### src/rtl/capture_sequencer.sv
// Capture sequencer: arms on a save trigger, records one DSI packet into an
// external BRAM, and replays the stored words to a valid/ready stream.
module capture_sequencer #(
    parameter int DATA_W = 8,
    parameter int ADDR_W = 10
) (
    input  logic              sys_clk,
    input  logic              sys_rst,
    input  logic              trigger_save_data,
    input  logic              trigger_output_data,
    input  logic              in_valid,
    input  logic [DATA_W-1:0] in_data,
    input  logic              in_sof,
    output logic              ram_we,
    output logic [ADDR_W-1:0] ram_waddr,
    output logic [DATA_W-1:0] ram_wdata,
    output logic              ram_re,
    output logic [ADDR_W-1:0] ram_raddr,
    input  logic [DATA_W-1:0] ram_rdata,
    output logic              out_valid,
    output logic [DATA_W-1:0] out_data,
    output logic              out_last,
    input  logic              out_ready,
    output logic [ADDR_W:0]   capture_len,
    output logic [1:0]        state_led,
    output logic              busy
);

    localparam logic [ADDR_W:0] LAST_ADDR = {1'b0, {ADDR_W{1'b1}}};

    typedef enum logic [2:0] {
        S_IDLE,
        S_ARMED,
        S_CAPTURE,
        S_DONE,
        S_OUTPUT
    } state_t;

    state_t state, state_nxt;

    logic [ADDR_W:0]   wcount;
    logic [ADDR_W:0]   raddr;
    logic [ADDR_W:0]   cap_len;
    logic              wr_en;
    logic              rd_en;
    logic              rd_inflight;
    logic              rd_last_inflight;
    logic              pop;
    logic [1:0]        fifo_cnt;
    logic [2:0]        credit;
    logic [DATA_W-1:0] f0_d, f1_d;
    logic              f0_l, f1_l;

    assign pop = out_valid & out_ready;

    // Read credit counts the word leaving this cycle so a full-rate stream
    // keeps one read in flight while the FIFO head is being consumed.
    assign credit = 3'(fifo_cnt) - 3'(pop) + 3'(rd_inflight);

    // Next-state and BRAM strobe decode
    always_comb begin
        state_nxt = state;
        wr_en     = 1'b0;
        rd_en     = 1'b0;
        case (state)
            S_IDLE: begin
                if (trigger_save_data) state_nxt = S_ARMED;
            end
            S_ARMED: begin
                if (in_valid && in_sof) begin
                    wr_en     = 1'b1;
                    state_nxt = S_CAPTURE;
                end
            end
            S_CAPTURE: begin
                if (in_valid) begin
                    if (in_sof) begin
                        state_nxt = S_DONE;
                    end else begin
                        wr_en = 1'b1;
                        if (wcount == LAST_ADDR) state_nxt = S_DONE;
                    end
                end
            end
            S_DONE: begin
                if (trigger_save_data) state_nxt = S_ARMED;
                else if (trigger_output_data && (cap_len != '0)) state_nxt = S_OUTPUT;
            end
            S_OUTPUT: begin
                rd_en = (credit < 3'd2) && (raddr < cap_len);
                if (pop && out_last) state_nxt = S_DONE;
            end
            default: state_nxt = S_IDLE;
        endcase
    end

    // State register
    always_ff @(posedge sys_clk) begin
        if (sys_rst) state <= S_IDLE;
        else         state <= state_nxt;
    end

    // Write pointer and captured length
    always_ff @(posedge sys_clk) begin
        if (sys_rst) begin
            wcount  <= '0;
            cap_len <= '0;
        end else begin
            if (state != S_ARMED && state_nxt == S_ARMED) begin
                wcount  <= '0;
                cap_len <= '0;
            end else if (wr_en) begin
                wcount <= wcount + 1'b1;
            end
            if (state == S_CAPTURE && state_nxt == S_DONE)
                cap_len <= wr_en ? wcount + 1'b1 : wcount;
        end
    end

    // Read pointer and in-flight read tracking (BRAM latency is one cycle)
    always_ff @(posedge sys_clk) begin
        if (sys_rst) begin
            raddr            <= '0;
            rd_inflight      <= 1'b0;
            rd_last_inflight <= 1'b0;
        end else begin
            if (state != S_OUTPUT && state_nxt == S_OUTPUT) raddr <= '0;
            else if (rd_en)                                raddr <= raddr + 1'b1;
            rd_inflight      <= rd_en;
            rd_last_inflight <= rd_en && (raddr == cap_len - 1'b1);
        end
    end

    // Two-entry prefetch FIFO; entry 0 is the head driving out_*
    always_ff @(posedge sys_clk) begin
        if (sys_rst) begin
            fifo_cnt <= '0;
            f0_d     <= '0;
            f1_d     <= '0;
            f0_l     <= 1'b0;
            f1_l     <= 1'b0;
        end else begin
            if (pop) begin
                f0_d <= f1_d;
                f0_l <= f1_l;
            end
            if (rd_inflight) begin
                if ((fifo_cnt - 2'(pop)) == 2'd0) begin
                    f0_d <= ram_rdata;
                    f0_l <= rd_last_inflight;
                end else begin
                    f1_d <= ram_rdata;
                    f1_l <= rd_last_inflight;
                end
            end
            fifo_cnt <= fifo_cnt - 2'(pop) + 2'(rd_inflight);
        end
    end

    // Status outputs
    always_comb begin
        state_led = 2'd0;
        busy      = 1'b0;
        case (state)
            S_IDLE:    state_led = 2'd0;
            S_ARMED:   begin state_led = 2'd1; busy = 1'b1; end
            S_CAPTURE: begin state_led = 2'd2; busy = 1'b1; end
            S_DONE:    state_led = 2'd3;
            S_OUTPUT:  begin state_led = 2'd3; busy = 1'b1; end
            default:   state_led = 2'd0;
        endcase
    end

    assign ram_we      = wr_en;
    assign ram_waddr   = wcount[ADDR_W-1:0];
    assign ram_wdata   = wr_en ? in_data : '0;
    assign ram_re      = rd_en;
    assign ram_raddr   = raddr[ADDR_W-1:0];
    assign out_valid   = (fifo_cnt != 2'd0);
    assign out_data    = f0_d;
    assign out_last    = out_valid & f0_l;
    assign capture_len = cap_len;

endmodule

### config.mk
export PLATFORM = sky130hd
export DESIGN_NAME = capture_sequencer
export DESIGN_NICKNAME = d
export VERILOG_FILES = /design/src/rtl/capture_sequencer.sv
export SDC_FILE = /design/constraint.sdc
export NUM_CORES = 1
export LEC_CHECK = 0
export ABC_CLOCK_PERIOD_IN_PS = 5350
export CAP_MARGIN = 20
export CORE_MARGIN = 4
export CORE_UTILIZATION = 51
export CTS_CLUSTER_SIZE = 14
export DETAILED_ROUTE_END_ITERATION = 10
export GPL_ROUTABILITY_DRIVEN = 0
export PLACE_DENSITY = 0.8
export SETUP_SLACK_MARGIN = 0.5
export SLEW_MARGIN = 20
export SYNTH_ARGS = -nofsm -noshare
export SYNTH_HDL_FRONTEND = slang
export SYNTH_SLANG_ARGS = --single-unit
### constraint.sdc
create_clock -name sys_clk -period 5.35 [get_ports sys_clk]
set_clock_uncertainty 0.05 [all_clocks]
set_input_delay 1.07 -clock sys_clk [delete_from_list [all_inputs] [get_ports sys_clk]]
set_output_delay 1.07 -clock sys_clk [all_outputs]
set_load 0.005 [all_outputs]
==> results.yml, run 1 <==
cells_and_area:
  nNetsFinal: 520
  fin_cells: 560
  regArea_um2: 1160
  fin_area_um2: 4430
  areaGrowthSynthToFinish_pct: 26.7
  drive_gt1_frac: 0.0704
  multi_input_area_um2: 2020
  nFillCells: 529
  insertedDiodeCount: 0
yosys:
  synth-async-reset-ratio: 0
  yosys_warnings: 0
  synth_top_family_by_area: "simple AND/OR/NAND/NOR gates"
  synth_compound_area_frac: 0.171
  netlist_area_um2: 3500
  syn_area_per_cell_um2: 8.25
  synth_edf_count: 0
  ys_ff_latch: 58
  synth_adder_area_share: 0.0701
  synth_cell_types: 57
  syn_nets: 466
  synth-simple-area-share: 0.241
  syn-instance-count: 424
  ys.flop_type: "dfxtp_1"
  synthXorXnorAreaFrac: 0.0551
  synth_mux_area_frac: 0.0401
  seq_area_frac_synth: 0.332
worst_setup_path:
  path_class: "in -> out"
  cp.depth: 11
  crit_path_cell_trace: "dlygate4sd2_1 -> o21ai_2 -> clkinv_2 -> ha_1 -> nand2b_1 -> fa_1 -> xor2_1 -> a2111o_1 -> or2_2 -> nor2_1 -> dlygate4sd2_1"
  crit_path_frequent_cell: "dlygate4sd2_1"
  slowest_delay_ns: 0.41
  cp.arrival_ns: 3.50
  worstPathRequired_ns: 4.23
  r2r_cells: 11
  worst-path-buf-inv: 3
  critPathTopFamily: "adder cells"
  worst_path_max_delay_cell: "a2111o_1"
  start_kind: "primary input"
  critPathMaxFanout: 3
  endpoint_kind: "output port"
status:
  status: "complete, no violations"
die:
  ios: 77
  initial_core_util: 0.538
  die_w_um: 90.8
  dieArea_um2: 8250
  std_cell_rows: 29
  core_area_um2: 6490
  die_y_um: 90.8
global_routing:
  grt_use_met3: 0.0375
  met1_usage: 0.272
  met2_usage: 0.347
  grt_pass1_vias: 3051
  grt_pass1_wl_um: 14400
  top_usage_layer: "met2"
  grt_max_degree: 37
  antenna_found_initial: 0
  overflow: 0
  grt_usage: 0.211
power:
  power_leakage_uw: 0.00165
  cellPowerDensity_nw_per_um2: 244
  irDropWorstVdd_mv: 0.210
  power_uw: 1080
drt:
  routed_wl_um: 8510
  vias: 3223
  dr.pass1.iters: 4
  wl_per_cell_um: 15.2
  ant_nets: 0
  drt_iter0_drc: 187
  route.detailed.drc: 0
  vias_per_cell: 5.76
sta:
  fmax_mhz: 217
  post-route-period-util: 0.863
  slew_violations: 0
  hold_violations: 0
  max_slew_margin: 0.299
  timing.hold.ws_ns: 0.420
  finalSetupTns_ns: 0
  worst_slew_pin_slew_ns: 1.04
  fin_crit_ns: 4.62
  finalSetupViolCount: 0
  rsz0062_at_grt: "false"
place:
  io_buffers: 76
  dpl_cell_area_um2: 4180
  place_inst: 544
  hpwl_um: 6460
clocking:
  clkSlewWorstSetupHoldPaths_ns: 0.08
  numCtsBuffers: 9
  clock_sinks: 58
  cts_root_buffer: "clkbuf_8"
  clkLatencyLatePin_ns: 0.35
  cts_buffer_depth: 2
  cts_max_level: 3
  cts_hold_buf: 0
  cts_tree: "built"
run:
  cap_viol_max_count: 0
worst_hold_path:
  hold_depth: 2
  hp-class: "reg -> reg"
==> worst paths after layout <==
path	startpoint	endpoint	slack, ns
min	f1_l	f0_l	0.42
max	out_ready	ram_re	0.73
min reg2reg	f1_l	f0_l	0.42
max reg2reg	fifo_cnt[1]	raddr[10]	1.87
==> metrics by stage <==
| step | setup slack (ns) | util |
|---|---|---|
| 2_1_floorplan | 0.590 | - |
| 6_report | 0.734 | 0.682 |
| 5_1_grt | 0.591 | 0.682 |
| 4_1_cts | 0.714 | 0.682 |
| 3_5_place_dp | 0.166 | 0.644 |
| 3_3_place_gp | 0.189 | 0.643 |
==> worst min-delay path: stages, from the launching register on <==
cell	delay (ns)
dfxtp_1	0.31
nand2_1	0.05
a311oi_1	0.07
==> where the power goes <==
group | total, uW | switching (uW) | internal (uW)
sequential | 444 | 8.00 | 436
clock | 508 | 195 | 313
combinational | 130 | 67.4 | 62.2
total | 1080 | 270 | 812
==> timing repair <==
item,in CTS,in global routing
gates resized for setup,4,0
endpoints found under the hold margin,0,0
buffers inserted,0,0
endpoints found under the setup margin,1,0
==> flip-flops by register name, summed over array words and instances (netlist names) <==
register and flops:
out_data 8, capture_len 11, raddr 11, f1_d 8
f1_l 1, wcount 11, f0_l 1, state 3
rd_inflight 1, fifo_cnt 2, rd_last_inflight 1
==> cells in the mapped netlist (all sizes together), types with 2 or more instances <==
cell type  number  area, um^2
a2111oi         3        26.3
a211o           3        26.3
a21oi          21         105
a311oi         10        87.6
and2           10        62.6
and3            3        18.8
buf            22         158
clkbuf         18        67.6
dfxtp          58        1160
ha             18         225
inv            24        90.1
mux2i          14         140
nand2          41         154
nand2b          9        56.3
nand3          13        65.1
nand3b          2        15.0
nand4           7        43.8
nor2           30         113
nor2b           3        18.8
nor3           19         100
nor3b           2        15.0
nor4            2        12.5
o21ai          14        70.1
o2bb2ai        12         105
o31ai           5        37.5
or3             4        25.0
or3b            4        35.0
or4             8        63.8
xnor2          14         123
xor2            8        70.1
==> routing by layer <==
layer,wire length [um],vias to the layer above,share of wire
met4,151,0,0.018
li1,-,1600,-
met5,0,-,0
met1,3800,1523,0.45
met2,4140,85,0.49
met3,416,15,0.049
==> cell usage in the layout (no fill, tap or decap), types with 10 or more instances in the layout <==
cell and count:
a21oi_1 21, a311oi_1 10, and2_1 10, clkdlybuf4s50_1 74, dfxtp_1 58, ha_1 18, inv_1 24, mux2i_1 14
nand2_1 41, nand3_1 13, nor2_1 30, nor3_1 18, o21ai_0 12, o2bb2ai_1 12, xnor2_1 14
==> layout make-up <==
type	instances	share of cell area
Multi-Input combinational cell	301	0.456
Sequential cell	58	0.262
Timing Repair Buffer	83	0.182
Clock inverter	7	0.0282
Tap cell	77	0.0217
Inverter	25	0.0215
Clock buffer	9	0.0280
==> kinds of logic (layout without fill, tap and decap cells) <==
logic type	after synthesis	count (layout)
muxes	14	14
buffers and inverters	65	124
and+or+nand+nor	162	162
DFF	58	58
xor gates and xnor gates	22	22
AOI/OAI and AO/OA	84	84
adders and majority gates	19	19
(Power assumes the default switching activity.)
==> run 2: changes to the inputs <==
- ABC_AREA: unset -> 1
- CORE_UTILIZATION: 51 -> 52
- PLACE_DENSITY: 0.8 -> 0.81
==> run 2 against run 1 <==
  * Register-to-register slack gained 0.69 ns
  * Synthesized area is 9.8% higher
  * Highest routed layer unchanged
  * Setup slack got worse by 0.14 ns
  * Critical path type unchanged
==> results.yml, run 2 <==
cells_and_area:
  areaGrowthSynthToFinish_pct: 22.1
  multi_input_area_um2: 2120
  final_common_cell: "nand2_1"
  nNetsFinal: 632
  drive_gt1_frac: 0.124
  insertedDiodeCount: 0
  nFillCells: 661
  fin_util: 0.650
  layout_common_cells: "nand2_1 (98), clkdlybuf4s50_1 (76), inv_1 (75)"
  regArea_um2: 1160
clocking:
  clkSlewWorstSetupHoldPaths_ns: 0.07
  cts_max_level: 3
  cts_buffer_depth: 2
  numCtsBuffers: 9
  cts_hold_buf: 0
  clkLatencyLatePin_ns: 0.33
  cts_tree: "built"
  cts_root_buffer: "clkbuf_8"
  clock_sinks: 58
yosys:
  synth_cell_types: 40
  syn_area_per_cell_um2: 7.18
  ys.flop_type: "dfxtp_1"
  yosysTopAreaCell: "dfxtp_1"
  syn_nets: 577
  yosys-top-cells-area: "dfxtp_1 (30%), nand2_1 (9.6%), inv_1 (7.4%)"
  yosysTopAreaCellShare: 0.302
  synth.most_common_cell: "nand2_1"
  syn-instance-count: 535
  synth-async-reset-ratio: 0
  synth_edf_count: 0
  seq_area_frac_synth: 0.302
  ys_ff_latch: 58
  ys_top_cells_by_count: "nand2_1 (98), inv_1 (76), dfxtp_1 (58)"
  netlist_area_um2: 3840
  yosys_warnings: 0
sta:
  post-route-period-util: 0.889
  hold_violations: 0
  finalSetupViolCount: 0
  fin_crit_ns: 4.75
  fmax_mhz: 210
  max_slew_margin: 0.370
  worst_slew_pin_slew_ns: 0.941
  rsz0062_at_grt: "false"
  timing.hold.ws_ns: 0.424
  finalSetupTns_ns: 0
  slew_violations: 0
place:
  hpwl_um: 6720
  io_buffers: 76
power:
  power.share.clock: 0.358
  cellPowerDensity_nw_per_um2: 202
  power_leakage_uw: 0.00198
  p_int_uw: 672
  swShare: 0.290
  switching_power_uw: 275
  seqPwrFrac: 0.467
  p_comb_frac: 0.176
  irDropWorstVdd_mv: 0.0934
worst_hold_path:
  hold_depth: 2
  worst_hold_path.endpoint: "f1_l"
  hp-class: "reg -> reg"
  hold_start: "rd_last_inflight"
worst_setup_path:
  crit_path_frequent_cell: "clkdlybuf4s50_1"
  critPathTopFamily: "buffers and inverters"
  timing.rr.start: "capture_len[10]"
  crit_path_cell_trace: "clkdlybuf4s50_1 -> o21a_1 -> ha_1 -> or2_2 -> fa_2 -> inv_1 -> nor2_2 -> nand3_1 -> inv_2 -> clkdlybuf4s50_1"
  r2r_setup_slack_ns: 2.56
  critPathMaxFanout: 3
  cp.arrival_ns: 3.63
  worst_path_max_delay_cell: "fa_2"
  reg2reg_to: "raddr[1]"
  worst-path-buf-inv: 4
  worstPathRequired_ns: 4.23
  r2r_cells: 11
  slowest_delay_ns: 0.52
  endpoint_kind: "output port"
  path_class: "in -> out"
  start_kind: "primary input"
die:
  ios: 77
  die_y_um: 93.9
  initial_core_util: 0.532
  die_w_um: 93.9
  dieArea_um2: 8820
  std_cell_rows: 31
  core_area_um2: 7210
global_routing:
  grt_max_degree: 27
  overflow: 0
  antenna_found_initial: 0
  grt_pass1_vias: 3371
  grt_usage: 0.205
  grt_pass1_wl_um: 14700
drt:
  vias: 3490
  wl_per_cell_um: 12.5
  routed_wl_um: 8670
  route.detailed.drc: 0
  vias_per_cell: 5.03
  ant_nets: 0
  dr.pass1.iters: 4
  drt_iter0_drc: 106
status:
  status: "complete, no violations"
run:
  cap_viol_max_count: 0
==> run 2: cell types whose count changed in the layout (fill, tap and decap cells not counted), moves of 12 or more <==
cell	delta
xor2_1	+18
inv_1	+51
a21oi_1	+19
nand3_2	+12
nand2_1	+57
o2bb2ai_1	-12
nor2_1	+14
nor3_1	-13
a21oi_2	+13
mux2i_1	-14
==> run 2: cells by family (layout without fill, tap and decap cells) <==
family                     count (synthesis)  count (layout)  share of synthesized area
and+or+nand+nor                          222             222                      0.286
AOI/OAI and AO/OA                         79              79                      0.118
DFF                                       58              58                      0.302
buffers and inverters                    122             182                      0.148
xor gates and xnor gates                  35              35                     0.0818
adders and majority gates                 19              19                     0.0639
==> run 2: worst max-delay path by stage <==
| stage | start | end | slack [ns] | depth (start not counted) |
|---|---|---|---|---|
| 6_report | out_ready | ram_re | 0.60 | 10 |
| 2_1_floorplan | out_ready | ram_re | 1.32 | 9 |
| 3_3_place_gp | out_ready | ram_re | 0.64 | 10 |
| 5_1_grt | out_ready | ram_re | 0.47 | 10 |
| 3_5_place_dp | out_ready | ram_re | 0.58 | 10 |
| 4_1_cts | out_ready | ram_re | 0.56 | 10 |
==> run 2: layer usage <==
metal	vias up	track usage	share of wire
li1	1793	-	-
met1	1600	0.249	0.45
met2	82	0.360	0.49
met3	15	0.0481	0.039
met4	0	0.0566	0.017
met5	-	0	0
==> run 2: stage by stage <==
step,std cells,cell area [um^2],worst slack (ns),total power [uW]
floorplan,535,3840,1.32,555
global placement,675,4500,0.635,606
detailed placement,675,4500,0.582,611
CTS,691,4660,0.558,947
global route,694,4690,0.475,994
finish,694,4690,0.596,947
==> run 2: final cells by class <==
type                    count  area share
clock buffers              11      0.0280
clock inverters             5     0.00667
inverters                  83      0.0664
multi-input cells         355       0.451
flip-flops and latches     58       0.248
well taps                  99      0.0264
repair buffers             83       0.173
==> run 2: timing repair <==
item,CTS,global route
resized for setup,0,3
hold endpoints to repair,0,0
setup endpoints to repair,0,1
buffers inserted,0,3
==> run 2: power groups by stage <==
stage	sequential (uW)	combinational (uW)	clock [uW]
2_1_floorplan	450	105	0
3_3_place_gp	451	155	0
3_5_place_dp	452	159	0
4_1_cts	442	160	345
5_1_grt	443	183	368
6_report	442	166	339
==> run 2: worst register-to-register path, delay by kind of cell, from the launching register on <==
family                   cells  cell delay, ns
AND/OR/NAND/NOR              3            0.37
adder cells (fa/ha/maj)      1            0.32
buffers and inverters        3            0.48
AO/OA/AOI/OAI                4            1.03
flip-flops                   1            0.42
